===== src/rtl/booth_mul_arbiter.sv =====
// Purpose : two-requester arbiter/sequencer in front of one shared serial-load Booth multiplier.
// Latency : ack one cycle after req is seen in IDLE; vld at cycle 5+k for m_done at cycle 3+k.
// Backpr. : a losing or late requester simply holds req; it is re-arbitrated at the next IDLE.
//
// Ports
//   clk_i, rst_i               clock, synchronous active-high reset
//   reqN_i, aN_i, bN_i         requester N request and two's complement operands
//   ackN_o                     one-cycle pulse, operands of requester N latched
//   vldN_o                     one-cycle pulse, prod_o/err_o valid for requester N
//   prod_o, err_o              shared result bus and timeout flag
//   m_start_o, m_data_in_o     multiplier start and serial operand bus
//   m_data_out_i, m_done_i     multiplier result bus (low half, then high half) and done
//
// Build option: define BOOTH_ARB_ROUND_ROBIN_EN to alternate grants on simultaneous
// requests; without it requester 0 always wins a tie.
module booth_mul_arbiter #(
   parameter int WIDTH   = 5,
   parameter int TIMEOUT = 64
) (
   input  logic               clk_i,
   input  logic               rst_i,
   input  logic               req0_i,
   input  logic [WIDTH-1:0]   a0_i,
   input  logic [WIDTH-1:0]   b0_i,
   output logic               ack0_o,
   output logic               vld0_o,
   input  logic               req1_i,
   input  logic [WIDTH-1:0]   a1_i,
   input  logic [WIDTH-1:0]   b1_i,
   output logic               ack1_o,
   output logic               vld1_o,
   output logic [2*WIDTH-1:0] prod_o,
   output logic               err_o,
   output logic               m_start_o,
   output logic [WIDTH-1:0]   m_data_in_o,
   input  logic [WIDTH-1:0]   m_data_out_i,
   input  logic               m_done_i
);

   localparam int CW = (TIMEOUT > 1) ? $clog2(TIMEOUT) : 1;

   typedef enum logic [2:0] {
      S_IDLE,
      S_START,
      S_LOAD_A,
      S_LOAD_B,
      S_WAIT,
      S_CAP_HI,
      S_RESP
   } state_t;

   state_t               state_q, state_d;
   logic                 win_q, win_d;      // 0 = requester 0, 1 = requester 1
   logic [WIDTH-1:0]     a_q, a_d;
   logic [WIDTH-1:0]     b_q, b_d;
   logic [CW-1:0]        cnt_q, cnt_d;
   logic [WIDTH-1:0]     lo_q, lo_d;        // low product half, parked until CAP_HI
   logic [2*WIDTH-1:0]   prod_q, prod_d;
   logic                 err_q, err_d;
   logic                 pick1;

`ifdef BOOTH_ARB_ROUND_ROBIN_EN
   logic                 last_q, last_d;

   // On a tie, grant whoever did not win last time.
   assign pick1 = req1_i && (!req0_i || !last_q);
`else
   // Fixed priority: requester 1 only wins when requester 0 is idle.
   assign pick1 = req1_i && !req0_i;
`endif

   always_comb begin
      state_d     = state_q;
      win_d       = win_q;
      a_d         = a_q;
      b_d         = b_q;
      cnt_d       = cnt_q;
      lo_d        = lo_q;
      prod_d      = prod_q;
      err_d       = err_q;
`ifdef BOOTH_ARB_ROUND_ROBIN_EN
      last_d      = last_q;
`endif
      ack0_o      = 1'b0;
      ack1_o      = 1'b0;
      vld0_o      = 1'b0;
      vld1_o      = 1'b0;
      err_o       = 1'b0;
      m_start_o   = 1'b0;
      m_data_in_o = '0;

      case (state_q)
         S_IDLE: begin
            if (req0_i || req1_i) begin
               win_d   = pick1;
               state_d = S_START;
            end
         end

         S_START: begin
            m_start_o = 1'b1;
            a_d       = win_q ? a1_i : a0_i;
            b_d       = win_q ? b1_i : b0_i;
            ack0_o    = !win_q;
            ack1_o    = win_q;
`ifdef BOOTH_ARB_ROUND_ROBIN_EN
            last_d    = win_q;
`endif
            state_d   = S_LOAD_A;
         end

         S_LOAD_A: begin
            m_data_in_o = a_q;
            state_d     = S_LOAD_B;
         end

         S_LOAD_B: begin
            m_data_in_o = b_q;
            cnt_d       = '0;
            err_d       = 1'b0;
            state_d     = S_WAIT;
         end

         S_WAIT: begin
            if (m_done_i) begin
               lo_d    = m_data_out_i;
               state_d = S_CAP_HI;
            end else if (cnt_q == CW'(TIMEOUT - 1)) begin
               // Multiplier never answered: report a zero product flagged as error.
               prod_d  = '0;
               err_d   = 1'b1;
               state_d = S_RESP;
            end else begin
               cnt_d = cnt_q + CW'(1);
            end
         end

         S_CAP_HI: begin
            prod_d  = {m_data_out_i, lo_q};
            state_d = S_RESP;
         end

         S_RESP: begin
            vld0_o  = !win_q;
            vld1_o  = win_q;
            err_o   = err_q;
            state_d = S_IDLE;
         end

         default: state_d = S_IDLE;
      endcase
   end

   assign prod_o = prod_q;

   always_ff @(posedge clk_i) begin
      if (rst_i) begin
         state_q <= S_IDLE;
         win_q   <= 1'b0;
         a_q     <= '0;
         b_q     <= '0;
         cnt_q   <= '0;
         lo_q    <= '0;
         prod_q  <= '0;
         err_q   <= 1'b0;
      end else begin
         state_q <= state_d;
         win_q   <= win_d;
         a_q     <= a_d;
         b_q     <= b_d;
         cnt_q   <= cnt_d;
         lo_q    <= lo_d;
         prod_q  <= prod_d;
         err_q   <= err_d;
      end
   end

`ifdef BOOTH_ARB_ROUND_ROBIN_EN
   // Starts at 1 so that requester 0 wins the first tie after reset.
   always_ff @(posedge clk_i) begin
      if (rst_i) begin
         last_q <= 1'b1;
      end else begin
         last_q <= last_d;
      end
   end
`endif

endmodule


===== config.mk =====
export PLATFORM = sky130hd
export DESIGN_NAME = booth_mul_arbiter
export DESIGN_NICKNAME = d
export VERILOG_FILES = /design/src/rtl/booth_mul_arbiter.sv
export SDC_FILE = /design/constraint.sdc
export NUM_CORES = 1
export LEC_CHECK = 0
export ABC_AREA = 0
export ABC_CLOCK_PERIOD_IN_PS = 2150
export BUFFER_PORTS_ARGS = -buffer_cell sky130_fd_sc_hd__buf_2
export CORE_MARGIN = 3
export CORE_UTILIZATION = 50
export CTS_CLUSTER_DIAMETER = 40
export DETAILED_ROUTE_END_ITERATION = 10
export PLACE_DENSITY = 0.79
export REMOVE_ABC_BUFFERS = 1
export SYNTH_ARGS = -nofsm -noshare
export SYNTH_HDL_FRONTEND = slang
export SYNTH_SLANG_ARGS = --single-unit

===== constraint.sdc =====
create_clock -name clk_i -period 2.15 [get_ports clk_i]
set_clock_uncertainty 0.15 [all_clocks]
set_input_delay 0.43 -clock clk_i [delete_from_list [all_inputs] [get_ports clk_i]]
set_output_delay 0.43 -clock clk_i [all_outputs]
set_load 0.1 [all_outputs]

==> results.cfg <==
[synthesis]
synthesis.area_mm2 = 0.00161
synth_top_area_share_pct = 44.7
synth_area_per_cell_um2 = 9.22
ys_ff_latch = 36
ys.warnings.count = 0
synthDistinctLibCells = 36
seq_area_frac_synth_pct = 44.7
synthCells = 175
synth.area.top_cells = dfxtp_1 (45%), mux2i_1 (12%), nor2_1 (6.3%)
synth_area_leader_cell = dfxtp_1

[sta]
fin_crit_sh_pct = 95.2
max_clock_freq_ghz = 0.489
fin_crit_ps = 2050
maxSlewViolCount = 0
tns_ps = 0
timing_hold_violations_final = 0
slew_headroom_pct = 57.6
fin_ws_ps = 103
worst_pin_slew_ps = 634
setup_viol = 0

[power_and_ir_drop]
p_leak_nw = 0.848
vdd_drop_max_mv = 0.461
power_frac_clock_pct = 22.2
p_comb_share_pct = 24.4
intPower_mw = 0.939
swShare_pct = 30.7
pwr-share-seq_pct = 53.4
netSwitchingPower_mw = 0.417
powerDensity_mw_per_mm2 = 644

[die]
start_util_pct = 55.6
die_w_um = 62.8
core_mm2 = 0.00290
dieArea_mm2 = 0.00394
die_y_um = 62.8
pin_count = 51
num_rows = 19

[worst_setup_path]
rr_worst_depth = 5
arrival_ps = 1470
cp-start-kind = flip-flop
cp-end-kind = output port
path_class = reg -> out
critical_path_required_ps = 1570
cp-startpoint = state_q[2]
crit_fanout = 12
timing.rr.start = cnt_q[0]

[layout]
final_core_util_pct = 72.6
post-route-cell-area_mm2 = 0.00211
drive_above_1_share_pct = 32.1
antenna_cells = 0
layout_commonest_cell = buf_2
num-nets-final = 257
syn2layout_area_growth_pct = 30.6
most-common-layout-cells = buf_2 (39), dfxtp_1 (34), nor2_1 (25)
stdcell_count = 266

[run_status]
status = complete, no violations

[clocking]
h-tree-depth = 2
cts_inserted_buffers = 5
tritoncts = built
cts_buffer_depth = 2
clockRootBuffer = clkbuf_4
cts_setup_buffers = 0
hold_buffers = 0
insertion_delay_ps = 330
cts-resized-gates = 3
clock_sink_count = 36
clkSlewWorstSetupHoldPaths_ps = 100

[job]
cap_violations = 0

[detailed_routing]
drc = 0
postRouteAntennaNets = 0
met1_length_um = 1630
met2_length_um = 1750
drt_iter0_drc = 66
viasPerCell = 5.43
wl_um = 3600
dr.pass1.iters = 4
dr_wl_met3_um = 180
top_layer = met4
num_vias = 1445
avgRoutedWirePerCell_um = 13.5

[grt]
grt_pass1_wl_um = 6060
grt-ovfl-total = 0
antenna_found_initial = 0
grt_max_degree = 22
gr-usage-all-layers_pct = 18.7
grt_pass1_vias = 1431

[placement]
gp_congestion = 0.813
dp_slack_ps = 295
dp_cells = 261
dp_hpwl_um = 2720
portBuffers = 50
placed_cell_area_mm2 = 0.00205

[min_path]
hold_depth = 2
holdCritStartpoint = req0_i
hold_class = in -> reg
## Yosys cell counts (all sizes together)
master,number
nand3b,1
buf,9
a21oi,5
nor3,7
a21o,1
nand2b,3
o2111ai,1
o21ai,6
a22oi,1
clkbuf,3
dfxtp,36
a31oi,3
and3,1
nor2b,2
nor3b,2
a32o,1
or4b,1
nand3,3
nand2,2
and2,2
mux2i,20
a211oi,12
inv,7
nand4,1
nor4,2
nor2,28
ha,1
or3,1
a22o,10
o22ai,1
or2,2
## sequential cells by signal, indices dropped and copies added (netlist names)
register	count
lo_q	5
b_q	5
err_q	1
cnt_q	6
a_q	5
prod_o	10
win_q	1
state_q	3
## layout make-up
cell class	instances	area [um^2]
Clock buffer	5	37.5
Sequential cell	36	723
Multi-Input combinational cell	120	815
Tap cell	42	52.6
Timing Repair Buffer	56	452
Inverter	7	26.3
Fill cell	232	795
## cell families (layout without fill, tap and decap cells)
logic type                 Yosys count  in the layout  synth area share [%]
and+or+nand+nor                     58             58                  18.2
AOI/OAI and AO/OA                   41             41                  18.5
DFF                                 36             36                  44.7
adders and majority gates            1              1                 0.776
muxes                               20             20                  12.4
buffers and inverters               19             68                  5.43
## per-stage QoR
stage / total power [mW] / hold slack (ps)
finish: 1.36 / 150
global route: 1.42 / 161
CTS: 1.36 / 136
detailed placement: 1.06 / 306
global placement: 1.06 / 303
floorplan: 0.943 / 299
## critical path, cell delays in order, from the launching register on
cell and delay [ps]:
dfxtp_2 390, nand2b_1 280, nor2_1 250, buf_12 210
## path summary, 6_finish.rpt
kind	endpoint	slack [ps]
max	m_data_in_o[0]	100
min	win_q	150
max reg2reg	prod_o[5]	320
min reg2reg	prod_o[7]	330
## metal layers
| metal | vias to the layer above | track usage, % |
|---|---|---|
| li1 | 728 | - |
| met1 | 678 | 22.1 |
| met2 | 35 | 32.9 |
| met3 | 4 | 4.32 |
| met4 | 0 | 6.89 |
| met5 | - | 0 |
## power groups by stage
stage	clock network (mW)	registers [mW]	logic [mW]
6_report	0.301	0.724	0.331
4_1_cts	0.311	0.723	0.329
2_1_floorplan	0	0.757	0.186
3_5_place_dp	0	0.738	0.327
5_1_grt	0.337	0.729	0.358
3_3_place_gp	0	0.735	0.320
(Power assumes the default switching activity.)
